<file path="src/rtl/updi_txn_engine.sv">
// Host-side UPDI transaction engine: SYNC, opcode, payload with ACK checks, optional read-back.
// Define UPDI_ECHO_STRIP_EN to check and discard the half-duplex echo of every TX byte.
module updi_txn_engine #(
  parameter int unsigned MAX_DATA_SIZE  = 64,
  parameter int unsigned DATA_ADDR_BITS = $clog2(MAX_DATA_SIZE),
  parameter int unsigned MAX_RX_SIZE    = 64,
  parameter int unsigned RX_ADDR_BITS   = $clog2(MAX_RX_SIZE),
  parameter int unsigned ACK_TIMEOUT    = 1024,
  parameter logic [7:0]  SYNC_BYTE      = 8'h55,
  parameter logic [7:0]  ACK_BYTE       = 8'h40
) (
  input  logic                               clk,
  input  logic                               rst,
  input  logic                               txn_start,
  output logic                               txn_ready,
  input  logic [7:0]                         opcode,
  input  logic [MAX_DATA_SIZE-1:0][7:0]      data,
  input  logic [DATA_ADDR_BITS:0]            data_len,
  input  logic [MAX_DATA_SIZE-1:0]           wait_ack_after,
  input  logic [RX_ADDR_BITS:0]              rx_n_bytes,
  output logic                               txn_done,
  output logic [1:0]                         status,
  output logic [7:0]                         uart_tx_fifo_data,
  output logic                               uart_tx_fifo_wr_en,
  input  logic                               uart_tx_fifo_full,
  input  logic [7:0]                         uart_rx_fifo_data,
  output logic                               uart_rx_fifo_rd_en,
  input  logic                               uart_rx_fifo_empty,
  output logic [7:0]                         out_rx_fifo_data,
  output logic                               out_rx_fifo_wr_en,
  input  logic                               out_rx_fifo_full
);

  localparam int unsigned LenW = DATA_ADDR_BITS + 1;
  localparam int unsigned RxW  = RX_ADDR_BITS + 1;
  localparam int unsigned TmrW = $clog2(ACK_TIMEOUT + 1);

  localparam logic [1:0] StsOk      = 2'd0;
  localparam logic [1:0] StsAckErr  = 2'd1;
  localparam logic [1:0] StsTimeout = 2'd2;
`ifdef UPDI_ECHO_STRIP_EN
  localparam logic [1:0] StsEchoErr = 2'd3;
`endif

  typedef enum logic [2:0] {
    StIdle,
    StSync,
    StOpcode,
    StData,
`ifdef UPDI_ECHO_STRIP_EN
    StEcho,
`endif
    StAck,
    StRx,
    StDone
  } state_e;

  state_e                          state_q, state_d;
  logic [7:0]                      opcode_q, opcode_d;
  logic [MAX_DATA_SIZE-1:0][7:0]   data_q, data_d;
  logic [MAX_DATA_SIZE-1:0]        mask_q, mask_d;
  logic [LenW-1:0]                 len_q, len_d;
  logic [LenW-1:0]                 idx_q, idx_d;
  logic [RxW-1:0]                  rx_n_q, rx_n_d;
  logic [RxW-1:0]                  rx_cnt_q, rx_cnt_d;
  logic [TmrW-1:0]                 timer_q, timer_d;
  logic [1:0]                      status_q, status_d;
  logic                            pend_q, pend_d;
  logic                            out_wr_q, out_wr_d;
  logic [7:0]                      out_data_q, out_data_d;
`ifdef UPDI_ECHO_STRIP_EN
  state_e                          ret_q, ret_d;
  logic [7:0]                      echo_q, echo_d;
`endif

  logic       tx_wr;
  logic [7:0] tx_byte;
  state_e     tx_next;
  state_e     rx_or_done;
  logic       rd_en;
  logic       rx_wait;
  logic       sample;

  always_comb begin
    state_d    = state_q;
    opcode_d   = opcode_q;
    data_d     = data_q;
    mask_d     = mask_q;
    len_d      = len_q;
    idx_d      = idx_q;
    rx_n_d     = rx_n_q;
    rx_cnt_d   = rx_cnt_q;
    timer_d    = timer_q;
    status_d   = status_q;
    pend_d     = pend_q;
    out_wr_d   = 1'b0;
    out_data_d = out_data_q;
`ifdef UPDI_ECHO_STRIP_EN
    ret_d      = ret_q;
    echo_d     = echo_q;
`endif
    tx_wr      = 1'b0;
    tx_byte    = 8'h00;
    tx_next    = state_q;
    rd_en      = 1'b0;
    sample     = 1'b0;
    rx_or_done = (rx_n_q != '0) ? StRx : StDone;

    rx_wait = (state_q == StAck) || (state_q == StRx);
`ifdef UPDI_ECHO_STRIP_EN
    if (state_q == StEcho) rx_wait = 1'b1;
`endif

    // Shared pop/timeout handling for every state that waits on an RX byte.
    if (rx_wait) begin
      if (pend_q) begin
        sample  = 1'b1;
        pend_d  = 1'b0;
        timer_d = '0;
      end else if (!(state_q == StRx && out_rx_fifo_full)) begin
        if (!uart_rx_fifo_empty) begin
          rd_en  = 1'b1;
          pend_d = 1'b1;
        end else if (timer_q == TmrW'(ACK_TIMEOUT - 1)) begin
          status_d = StsTimeout;
          state_d  = StDone;
        end else begin
          timer_d = timer_q + TmrW'(1);
        end
      end
    end

    unique case (state_q)
      StIdle: begin
        if (txn_start) begin
          opcode_d = opcode;
          data_d   = data;
          mask_d   = wait_ack_after;
          len_d    = (data_len > LenW'(MAX_DATA_SIZE)) ? LenW'(MAX_DATA_SIZE) : data_len;
          rx_n_d   = (rx_n_bytes > RxW'(MAX_RX_SIZE)) ? RxW'(MAX_RX_SIZE) : rx_n_bytes;
          idx_d    = '0;
          rx_cnt_d = '0;
          status_d = StsOk;
          state_d  = StSync;
        end
      end
      StSync: begin
        if (!uart_tx_fifo_full) begin
          tx_wr   = 1'b1;
          tx_byte = SYNC_BYTE;
          tx_next = StOpcode;
        end
      end
      StOpcode: begin
        if (!uart_tx_fifo_full) begin
          tx_wr   = 1'b1;
          tx_byte = opcode_q;
          tx_next = (len_q == '0) ? rx_or_done : StData;
        end
      end
      StData: begin
        if (!uart_tx_fifo_full) begin
          tx_wr   = 1'b1;
          tx_byte = data_q[idx_q[DATA_ADDR_BITS-1:0]];
          idx_d   = idx_q + LenW'(1);
          if (mask_q[idx_q[DATA_ADDR_BITS-1:0]]) tx_next = StAck;
          else if (idx_d == len_q)               tx_next = rx_or_done;
          else                                   tx_next = StData;
        end
      end
`ifdef UPDI_ECHO_STRIP_EN
      StEcho: begin
        if (sample) begin
          if (uart_rx_fifo_data != echo_q) begin
            status_d = StsEchoErr;
            state_d  = StDone;
          end else begin
            state_d = ret_q;
          end
        end
      end
`endif
      StAck: begin
        if (sample) begin
          if (uart_rx_fifo_data != ACK_BYTE) begin
            status_d = StsAckErr;
            state_d  = StDone;
          end else begin
            state_d = (idx_q == len_q) ? rx_or_done : StData;
          end
        end
      end
      StRx: begin
        if (sample) begin
          out_wr_d   = 1'b1;
          out_data_d = uart_rx_fifo_data;
          rx_cnt_d   = rx_cnt_q + RxW'(1);
          if (rx_cnt_d == rx_n_q) state_d = StDone;
        end
      end
      StDone:  state_d = StIdle;
      default: state_d = StIdle;
    endcase

    if (tx_wr) begin
`ifdef UPDI_ECHO_STRIP_EN
      state_d = StEcho;
      ret_d   = tx_next;
      echo_d  = tx_byte;
`else
      state_d = tx_next;
`endif
    end

    if (state_d != state_q) timer_d = '0;
  end

  always_ff @(posedge clk) begin
    if (rst) begin
      state_q    <= StIdle;
      opcode_q   <= '0;
      data_q     <= '0;
      mask_q     <= '0;
      len_q      <= '0;
      idx_q      <= '0;
      rx_n_q     <= '0;
      rx_cnt_q   <= '0;
      timer_q    <= '0;
      status_q   <= StsOk;
      pend_q     <= 1'b0;
      out_wr_q   <= 1'b0;
      out_data_q <= '0;
`ifdef UPDI_ECHO_STRIP_EN
      ret_q      <= StIdle;
      echo_q     <= '0;
`endif
    end else begin
      state_q    <= state_d;
      opcode_q   <= opcode_d;
      data_q     <= data_d;
      mask_q     <= mask_d;
      len_q      <= len_d;
      idx_q      <= idx_d;
      rx_n_q     <= rx_n_d;
      rx_cnt_q   <= rx_cnt_d;
      timer_q    <= timer_d;
      status_q   <= status_d;
      pend_q     <= pend_d;
      out_wr_q   <= out_wr_d;
      out_data_q <= out_data_d;
`ifdef UPDI_ECHO_STRIP_EN
      ret_q      <= ret_d;
      echo_q     <= echo_d;
`endif
    end
  end

  assign txn_ready          = (state_q == StIdle);
  assign txn_done           = (state_q == StDone);
  assign status             = status_q;
  assign uart_tx_fifo_wr_en = tx_wr;
  assign uart_tx_fifo_data  = tx_byte;
  assign uart_rx_fifo_rd_en = rd_en;
  assign out_rx_fifo_wr_en  = out_wr_q;
  assign out_rx_fifo_data   = out_data_q;

endmodule
</file>
<file path="config.mk">
export PLATFORM = sky130hd
export DESIGN_NAME = updi_txn_engine
export DESIGN_NICKNAME = d
export VERILOG_FILES = /design/src/rtl/updi_txn_engine.sv
export SDC_FILE = /design/constraint.sdc
export NUM_CORES = 1
export LEC_CHECK = 0
export ABC_AREA = 1
export ABC_CLOCK_PERIOD_IN_PS = 3500
export CAP_MARGIN = 25
export CORE_MARGIN = 2
export CORE_UTILIZATION = 30
export DETAILED_ROUTE_END_ITERATION = 7
export PLACE_DENSITY_LB_ADDON = 0.2
export SYNTH_ARGS = -nofsm -noshare
export SYNTH_HDL_FRONTEND = slang
export SYNTH_SLANG_ARGS = --single-unit
</file>
<file path="constraint.sdc">
create_clock -name clk -period 3.5 [get_ports clk]
set_input_delay 0.35 -clock clk [delete_from_list [all_inputs] [get_ports clk]]
set_output_delay 0.35 -clock clk [all_outputs]
set_load 0.03 [all_outputs]
</file>
==> results.py, run 1 <==
metrics = {
    "power": {
        "clock_power_share_pct": 37.2,
        "p_sw_mw": 6.89,
        "cellLeakagePower_nw": 14.3,
        "internal-power_mw": 15.1,
        "seqPwrFrac_pct": 40.0,
        "switching_share_pct": 31.4,
        "comb_power_share_pct": 22.8,
        "pwr_density_cell_mw_per_mm2": 564,
        "irDropWorstVdd_uv": 280,
    },
    "setup_path": {
        "critPathLaunchType": "flip-flop",
        "ff2ff_path_depth": 18,
        "crit_chain": "buf_4 > clkbuf_16 > o21ai_0 > o22ai_1 > o21ai_1 > nand3_2 > nand3_1 > nand2_1 > nand2_1 > o211ai_1 > buf_12",
        "critPathCapture": "uart_tx_fifo_data[2]",
        "crit_path_start": "idx_q[0]$_SDFFE_PP0P_",
        "worst-r2r-setup-slack_ns": 0.53,
        "cp_max_fo": 29,
        "crit_type": "reg -> out",
        "slowest_stage": "dfxtp_4",
        "worstPathRequired_ns": 3.15,
        "r2r-end": "timer_q[10]$_SDFFE_PP0P_",
        "r2r-start": "idx_q[0]$_SDFFE_PP0P_",
        "cp.arrival_ns": 3.06,
        "cp_common_cell": "nand2_1",
        "max_stage_delay_ns": 0.42,
        "cp-end-kind": "output pin",
    },
    "cts": {
        "tritoncts": "yes",
        "clock_latency_ns": 0.61,
        "h-tree-depth": 3,
        "clock_path_buffers": 3,
        "root_buffer": "clkbuf_16",
        "cts_buffers": 76,
        "cts_num_sinks": 638,
        "clk_pin_slew_worst_paths_ns": 0.06,
        "cts_hold_buf": 0,
    },
    "sta": {
        "timing_hold_violations_final": 0,
        "relSlewSlack_pct": 24.1,
        "rsz0062_at_grt": "true",
        "fin_crit_sh_pct": 97.4,
        "post-route-min-period_ns": 3.41,
        "worst_pin_slew_ns": 1.14,
        "drv_slew": 0,
        "clock_skew_ns": 0.0212,
        "finalSetupViolations": 0,
        "fmax_ghz": 0.293,
    },
    "cells_and_area": {
        "nets": 5168,
        "area_delta_synth_final_pct": 36.5,
        "drive_gt1_share_pct": 6.29,
        "stdcell_count": 5884,
        "multi_input_area_mm2": 0.0133,
        "final_area_mm2": 0.0390,
        "seqCellArea_mm2": 0.0128,
        "fill_cells": 9957,
    },
    "grt": {
        "grt_pass1_wl_um": 175000,
        "grt_pass1_vias": 28100,
        "grt_start_max_net_pins": 190,
        "antenna_found_initial": 14,
        "grt_overflow_total": 0,
        "grt.total_usage_pct": 23.4,
    },
    "die": {
        "initial_utilization_pct": 30.2,
        "num_io_pins": 635,
        "core_mm2": 0.0946,
        "num_rows": 113,
        "die-area_mm2": 0.0976,
        "die_h_um": 312,
        "die_w_um": 312,
    },
    "route": {
        "ant_nets": 0,
        "drc_errors": 0,
        "drt-pass1-iter-count": 6,
        "wirelength_um": 122000,
        "num_vias": 29400,
        "vias_per_cell": 5.00,
        "detail_route.wl_per_cell_um": 20.7,
        "first_iter_violations": 2384,
    },
    "logic_synthesis": {
        "synth_top_area_cell": "dfxtp_1",
        "yosys-top-cells-area": "dfxtp_1, a21oi_1, nand2_1",
        "ys_ff_latch": 638,
        "syn_nets": 4695,
        "ys_seq_area_share_pct": 44.8,
        "synthArstFlopShare_pct": 0,
        "netlist_instances": 4080,
        "synthFlopType": "dfxtp_1",
        "avgSynthCellArea_um2": 6.99,
        "yosys_warnings": 0,
        "netlist_area_mm2": 0.0285,
        "ys_types": 41,
        "synth_edf_count": 0,
        "synthDominantCellAreaShare_pct": 44.8,
    },
    "place": {
        "placed_area_mm2": 0.0359,
        "gp_congestion": 0.834,
        "io_buffers": 634,
        "hpwl_um": 83800,
        "dpl.cell_count": 5722,
    },
    "worst_hold_path": {
        "hp-class": "in -> reg",
    },
    "status": {
        "outcome": "complete, no violations",
    },
    "run": {
        "maxCapViolCount": 0,
    },
}
## worst min-delay path by stage
stage / from / endpoint / depth (start not counted)
2_1_floorplan: data_q[229]$_SDFFE_PP0P_ / data_q[229]$_SDFFE_PP0P_ / 2
3_3_place_gp: data_q[64]$_SDFFE_PP0P_ / data_q[64]$_SDFFE_PP0P_ / 2
3_5_place_dp: data_q[193]$_SDFFE_PP0P_ / data_q[193]$_SDFFE_PP0P_ / 2
4_1_cts: rst / state_q[1]$_SDFF_PP0_ / 2
5_1_grt: rst / state_q[1]$_SDFF_PP0_ / 2
6_report: rst / state_q[1]$_SDFF_PP0_ / 2
## registers in the layout, summed over array words and instances (netlist names)
signal,count
data_q,512
idx_q,7
len_q,7
mask_q,64
opcode_q,8
out_rx_fifo_data,8
out_rx_fifo_wr_en,1
pend_q,1
rx_cnt_q,7
rx_n_q,7
state_q,3
status,2
timer_q,11
## stage by stage
stage | utilization, % | setup WS [ns] | TNS [ns] | hold WS (ns) | total power [mW]
final | 41.2 | 0.0914 | 0 | 0.106 | 22.0
after global routing | 41.2 | -0.0482 | -0.108 | 0.0962 | 23.1
after CTS | 40.9 | -0.0205 | -0.0205 | 0.101 | 22.1
after detailed placement | 38.0 | 0.168 | 0 | 0.441 | 13.9
after global placement | 38.0 | 0.147 | 0 | 0.435 | 13.9
after floorplan | - | 1.18 | 0 | 0.424 | 11.8
## layout by cell type, fill, tap and decap left out, drive strengths merged, types with 6 or more instances in the layout
| cell | n |
|---|---|
| a21oi | 766 |
| nand2 | 1017 |
| o22ai | 22 |
| diode | 6 |
| clkbuf | 118 |
| clkdlybuf4s50 | 625 |
| nand3 | 188 |
| nor3 | 10 |
| clkinv | 15 |
| xor2 | 7 |
| inv | 272 |
| o211ai | 102 |
| nand4 | 7 |
| buf | 98 |
| o21ai | 491 |
| xnor2 | 6 |
| nor2 | 193 |
| dfxtp | 638 |
| a31oi | 7 |
## per-layer routing
layer | wire (um) | track usage [%]
met2 | 57000 | 38.8
met3 | 6960 | 3.90
met1 | 53700 | 30.8
met4 | 3830 | 8.04
met5 | 51 | 0
## worst max-delay path: cells and delay by family, from the launching register on
family	cells	cell delay (ns)
buffers and inverters	3	0.58
DFF	1	0.42
AOI/OAI and AO/OA	4	0.75
and+or+nand+nor	4	0.68
## cells by family (layout without fill, tap and decap cells)
logic type | count (synthesis) | after routing | share of synthesized area [%]
adders and majority gates | 3 | 3 | 0.132
buffers and inverters | 604 | 1137 | 8.94
and+or+nand+nor | 1425 | 1425 | 20.1
xor gates and xnor gates | 13 | 13 | 0.399
other | 0 | 6 | 0
DFF | 638 | 638 | 44.8
AOI/OAI and AO/OA | 1397 | 1397 | 25.7
## area by class of cell
type,instances,area share (%)
Sequential cell,638,32.8
Inverter,269,2.77
Antenna cell,6,0.0385
Timing Repair inverter,3,0.0996
Tap cell,1265,4.06
Timing Repair Buffer,727,19.4
Clock inverter,24,0.694
Multi-Input combinational cell,2838,34.2
Clock buffer,114,5.92
## power by group through the flow
stage	registers, mW	logic [mW]	clock network, mW
floorplan	8.79	3.01	0
global placement	8.92	4.95	0
detailed placement	8.93	4.97	0
CTS	8.78	5.00	8.33
global route	8.90	5.56	8.61
finish	8.78	5.01	8.17
## timing repair
action	in CTS	in global routing
endpoints found under the setup margin	8	8
pin swaps	2	7
buffers inserted	2	8
gates cloned	2	6
resized for setup	22	23
## synth_stat cells, drive strengths merged, types with 3 or more instances
| library cell | n |
|---|---|
| o211ai | 102 |
| clkbuf | 174 |
| xor2 | 7 |
| nand4 | 7 |
| dfxtp | 638 |
| o22ai | 22 |
| a21oi | 766 |
| a31oi | 7 |
| nor2 | 193 |
| nand2 | 1017 |
| nor4 | 5 |
| o21ai | 491 |
| buf | 161 |
| a221oi | 3 |
| nand3 | 188 |
| nor3 | 10 |
| xnor2 | 6 |
| ha | 3 |
| inv | 268 |
Power figures use the tool's default switching activity.
==> inputs of run 2 (changes only) <==
--- a/config.mk
+++ b/config.mk
@@ -6,12 +6,13 @@
 export NUM_CORES = 1
 export LEC_CHECK = 0
 export ABC_AREA = 1
-export ABC_CLOCK_PERIOD_IN_PS = 3500
+export ABC_CLOCK_PERIOD_IN_PS = 3300
 export CAP_MARGIN = 25
 export CORE_MARGIN = 2
 export CORE_UTILIZATION = 30
 export DETAILED_ROUTE_END_ITERATION = 7
 export PLACE_DENSITY_LB_ADDON = 0.2
+export RECOVER_POWER = 50
 export SYNTH_ARGS = -nofsm -noshare
 export SYNTH_HDL_FRONTEND = slang
 export SYNTH_SLANG_ARGS = --single-unit
==> constraint.sdc (replaced) <==
create_clock -name clk -period 3.3 [get_ports clk]
set_input_delay 0.33 -clock clk [delete_from_list [all_inputs] [get_ports clk]]
set_output_delay 0.33 -clock clk [all_outputs]
set_load 0.03 [all_outputs]
==> run 2 against run 1 <==
  * Utilization grew 0.90 points
  * Sequential share of layout area shrank 0.71 points
  * Sequential power grew 6.4%
  * Largest power group unchanged
  * Via count grew 0.43%
  * Global-route usage grew 0.81 points
  * Cell count grew 0.58%
  * Non-clock buffer count grew 29
  * First-iteration DRC count shrank 6.2%
  * Clock skew shrank 0.0031 ns
==> results.py, run 2 (synthesis gave the netlist of run 1 again) <==
metrics = {
    "power": {
        "cellLeakagePower_nw": 14.7,
        "irDropWorstVdd_uv": 425,
        "pwr_density_cell_mw_per_mm2": 584,
    },
    "cells_and_area": {
        "final_cell_mix": "nand2_1, a21oi_1, dfxtp_1, clkdlybuf4s50_1, o21ai_0",
        "final_area_mm2": 0.0398,
        "area_delta_synth_final_pct": 39.5,
        "stdcell_count": 5918,
        "regMostFlops": "data_q",
        "largest_reg_flops": 512,
        "reg.largest.list": "data_q: 512 flops, mask_q: 64 flops, timer_q: 11 flops",
        "nets": 5203,
        "final_common_cell": "nand2_1",
        "drive_gt1_share_pct": 7.83,
    },
    "setup_path": {
        "critPathLaunchType": "flip-flop",
        "cp.arrival_ns": 2.92,
        "cp-end-kind": "output pin",
        "worstPathRequired_ns": 2.97,
        "crit_chain": "buf_12 > buf_4 > clkinv_16 > a21oi_1 > o21ai_1 > o211ai_1 > nand3_1 > nand3_2 > nand3_2 > nand2_4 > nand2_1 > o211ai_1 > clkbuf_16",
        "crit_type": "reg -> out",
        "cp_max_fo": 40,
        "critPathTopFamily": "buffers and inverters",
        "slowest_stage": "dfxtp_4",
        "path_buf_inv": 4,
        "max_stage_delay_ns": 0.39,
    },
    "die": {
        "die_h_um": 312,
        "die-area_mm2": 0.0976,
        "num_rows": 113,
        "initial_utilization_pct": 30.2,
        "core_mm2": 0.0946,
        "num_io_pins": 635,
        "die_w_um": 312,
    },
    "route": {
        "drt-pass1-iter-count": 5,
        "first_iter_violations": 2236,
        "wirelength_um": 125000,
        "detail_route.wl_per_cell_um": 21.1,
        "ant_nets": 0,
        "num_vias": 29500,
        "drc_errors": 0,
        "vias_per_cell": 4.99,
    },
    "sta": {
        "fin_crit_sh_pct": 98.6,
        "relSlewSlack_pct": 11.7,
        "clock_skew_ns": 0.0181,
        "rsz0062_at_grt": "true",
        "drv_slew": 0,
        "worst_pin_slew_ns": 1.32,
        "worst_slack_ns": 0.0475,
        "timing_hold_violations_final": 0,
        "post-route-min-period_ns": 3.25,
        "finalSetupViolations": 0,
        "fmax_ghz": 0.307,
    },
    "grt": {
        "grt_overflow_total": 0,
        "grt_start_max_net_pins": 206,
        "grt_pass1_vias": 28700,
        "antenna_found_initial": 9,
        "grt.total_usage_pct": 24.2,
        "grt_pass1_wl_um": 181000,
    },
    "worst_hold_path": {
        "hp-class": "in -> reg",
    },
    "cts": {
        "clock_latency_ns": 0.62,
        "root_buffer": "clkbuf_16",
        "h-tree-depth": 3,
        "clk_pin_slew_worst_paths_ns": 0.06,
        "tritoncts": "yes",
        "cts_buffers": 76,
        "clock_path_buffers": 3,
        "cts_num_sinks": 638,
    },
    "place": {
        "hpwl_um": 84000,
        "pre_cts_ws_ns": 0.0363,
        "gp_congestion": 0.852,
        "placed_area_mm2": 0.0361,
        "io_buffers": 634,
        "dpl.cell_count": 5730,
    },
    "status": {
        "outcome": "complete, no violations",
    },
    "run": {
        "maxCapViolCount": 0,
    },
}
==> run 2: layout make-up <==
type                       instances  area [um^2]
clock inverter                    24          300
timing repair buffer             756         8110
clock buffer                     114         2230
antenna                            5         12.5
inverter                         269         1070
tap                             1265         1580
timing repair inverter             9          120
multi-input combinational       2838        13600
sequential                       638        12800
fill                            9818        54800
==> run 2: final timing paths <==
check                            end  slack [ns]  cells past startpoint                     from
max reg2reg  data_q[18]$_SDFFE_PP0P_        0.14                      8    state_q[0]$_SDFF_PP0_
min reg2reg  mask_q[62]$_SDFFE_PP0P_        0.45                      2  mask_q[62]$_SDFFE_PP0P_
min            state_q[1]$_SDFF_PP0_        0.13                      2                      rst
max             uart_tx_fifo_data[2]        0.05                     13    idx_q[0]$_SDFFE_PP0P_
==> run 2: through the flow <==
step	hold slack, ns	setup TNS [ns]	util [%]	power (mW)
6_report	0.126	0	42.1	23.3
5_1_grt	0.139	-0.347	42.1	24.4
4_1_cts	0.106	-0.0137	41.6	23.5
3_5_place_dp	0.441	0	38.1	14.8
3_3_place_gp	0.435	0	38.1	14.7
2_1_floorplan	0.424	0	-	12.5
==> run 2: repair_timing <==
action / 4_1_cts / 5_1_grt
hold buffers: 0 / 0
pin swaps: 17 / 55
resized for setup: 80 / 92
endpoints found under the setup margin: 8 / 9
gates cloned: 11 / 12
buffers inserted: 16 / 6
==> run 2: report_power, final <==
group	total [mW]	switching, mW	internal (mW)
Clock	8.55	3.53	5.02
Combinational	5.38	3.36	2.01
Sequential	9.34	0.496	8.84
==> run 2: per-layer routing <==
layer  GRT usage, %  vias to the layer above  part of all wire (%)
met5              0                        -                 0.038
met4           7.34                        8                   2.6
met3           3.60                      158                   5.3
met1           32.2                    13800                    44
met2           40.5                      896                    48
li1               -                    14600                     -
==> inputs of run 3 (changes only) <==
--- a/config.mk
+++ b/config.mk
@@ -8,8 +8,10 @@
 export ABC_AREA = 1
 export ABC_CLOCK_PERIOD_IN_PS = 3300
 export CAP_MARGIN = 25
+export CORE_ASPECT_RATIO = 1.75
 export CORE_MARGIN = 2
 export CORE_UTILIZATION = 30
+export CTS_CLUSTER_SIZE = 14
 export DETAILED_ROUTE_END_ITERATION = 7
 export PLACE_DENSITY_LB_ADDON = 0.2
 export RECOVER_POWER = 50
==> run 3 against run 2 <==
  * Highest routed layer unchanged
  * Cell count shrank 1.1%
  * Clock skew up 0.00096 ns
  * Via count grew 0.46%
  * The run now ends with capacitance limit, slew limit left
  * Critical path type unchanged
  * Clock power down 7.4%
  * Sequential share of layout area up 0.11 points
==> results.py, run 3 (synthesis gave the netlist of run 1 again) <==
metrics = {
    "cts": {
        "cts_num_sinks": 638,
        "root_buffer": "clkbuf_16",
        "tritoncts": "yes",
        "clock_latency_ns": 0.66,
        "h-tree-depth": 3,
        "clk_pin_slew_worst_paths_ns": 0.06,
        "cts_buffers": 66,
        "cts_hold_buf": 0,
        "clock_path_buffers": 3,
    },
    "route": {
        "vias_per_cell": 5.07,
        "drt-pass1-iter-count": 5,
        "num_vias": 29700,
        "drc_errors": 0,
        "wirelength_um": 126000,
        "detail_route.wl_per_cell_um": 21.6,
        "first_iter_violations": 2174,
        "ant_nets": 0,
    },
    "setup_path": {
        "worstPathRequired_ns": 2.97,
        "crit_type": "reg -> out",
        "critPathLaunchType": "flip-flop",
        "cp_max_fo": 17,
        "cp-end-kind": "output pin",
        "cp.arrival_ns": 2.94,
    },
    "die": {
        "die_h_um": 412,
        "num_io_pins": 635,
        "core_mm2": 0.0943,
        "die-area_mm2": 0.0977,
        "num_rows": 149,
        "initial_utilization_pct": 30.2,
        "die_w_um": 237,
    },
    "sta": {
        "timing_hold_violations_final": 0,
        "worst_slack_ns": 0.0338,
        "clock_skew_ns": 0.0190,
        "worst_pin_slew_ns": 1.84,
        "relSlewSlack_pct": -22.8,
        "fmax_ghz": 0.306,
        "whs_ns": 0.139,
        "rsz0062_at_grt": "true",
        "fin_crit_sh_pct": 99.0,
        "post-route-min-period_ns": 3.27,
        "finalSetupViolations": 0,
        "drv_slew": 167,
    },
    "cells_and_area": {
        "area_delta_synth_final_pct": 39.1,
        "final_common_cell": "nand2_1",
        "final_cell_mix": "nand2_1, a21oi_1, dfxtp_1, clkdlybuf4s50_1, o21ai_0",
        "nets": 5196,
        "drive_gt1_share_pct": 7.64,
        "regMostFlops": "data_q",
        "fill_cells": 9735,
        "reg.largest.list": "data_q: 512 flops, mask_q: 64 flops, timer_q: 11 flops",
        "largest_reg_flops": 512,
    },
    "grt": {
        "grt_pass1_vias": 28300,
        "gr-usage-met1_pct": 30.3,
        "met2_usage_pct": 42.5,
        "grt.total_usage_pct": 24.5,
        "met3_usage_pct": 3.62,
        "grt_overflow_total": 0,
        "grt_start_max_net_pins": 175,
        "grt_pass1_wl_um": 180000,
        "busiest_layer": "met2",
        "antenna_found_initial": 16,
    },
    "run": {
        "maxCapViolCount": 1,
    },
    "place": {
        "io_buffers": 634,
        "pre_cts_ws_ns": 0.145,
        "hpwl_um": 83000,
        "gp_congestion": 0.829,
    },
    "power": {
        "irDropWorstVdd_uv": 343,
        "cellLeakagePower_nw": 14.7,
        "pwr_density_cell_mw_per_mm2": 572,
    },
    "status": {
        "violations": "capacitance limit, slew limit",
        "outcome": "complete, but fails checks",
    },
    "worst_hold_path": {
        "hp-class": "in -> reg",
    },
}
run 3: cell count changes in the layout (fill, tap and decap cells not counted), sizes merged:
cell / change
buf: -2
bufbuf: +2
bufinv: +2
clkbuf: -13
clkinv: -1
clkinvlp: +2
diode: +4
inv: -5
run 3: final timing paths:
| kind | startpoint | to | slack, ns | cells past startpoint |
|---|---|---|---|---|
| setup / recovery | idx_q[0]$_SDFFE_PP0P_ | uart_tx_fifo_data[5] | 0.03 | 14 |
| hold / removal | rst | state_q[1]$_SDFF_PP0_ | 0.14 | 2 |
| setup reg to reg | state_q[0]$_SDFF_PP0_ | data_q[503]$_SDFFE_PP0P_ | 0.29 | 8 |
| hold reg to reg | data_q[448]$_SDFFE_PP0P_ | data_q[448]$_SDFFE_PP0P_ | 0.45 | 2 |
run 3: routing by layer:
metal	up-vias	share of wire, %
li1	14600	-
met2	1002	49
met4	12	3.6
met5	-	0.057
met3	187	5.5
met1	13900	42
run 3: through the flow:
step	TNS, ns	power, mW	utilization [%]	area (um^2)	instances
after detailed placement	0	14.8	38.1	35900	5664
after global placement	0	14.7	38.1	35900	5664
after global routing	-0.318	23.9	42.1	39700	5847
after CTS	-0.0890	22.8	41.3	38900	5813
final	0	22.7	42.1	39700	5850
after floorplan	0	12.5	-	28500	4080
run 3: critical path, stage by stage, from the launching register on:
cell       delay, ns
dfxtp_4         0.42
buf_12          0.15
clkinv_16       0.10
buf_16          0.19
buf_6           0.17
a21oi_1         0.13
o21ai_0         0.10
o211ai_1        0.12
nand3_1         0.14
nand3_2         0.12
nand3_1         0.14
nand2_2         0.12
nand2_2         0.09
o21ai_0         0.08
buf_4           0.19
run 3: final cells by class:
type	count	area (um^2)	area share, %
diodes	9	22.5	0.0568
repair inverters	8	121	0.306
well taps	1208	1510	3.81
repair buffers	760	8320	21.0
clock inverters	23	308	0.776
clock buffers	97	1930	4.86
multi-input cells	2838	13600	34.3
flip-flops and latches	638	12800	32.2
inverters	269	1080	2.71
run 3: power by group:
group | switching (mW) | internal (mW)
Sequential | 0.486 | 8.84
Combinational | 3.39 | 2.07
Clock | 3.36 | 4.55
run 3: repair_timing:
action,in CTS,in global routing
setup buffers,13,11
resized for setup,66,96
cloned,16,17
pin swaps,11,38
setup endpoints to repair,8,8
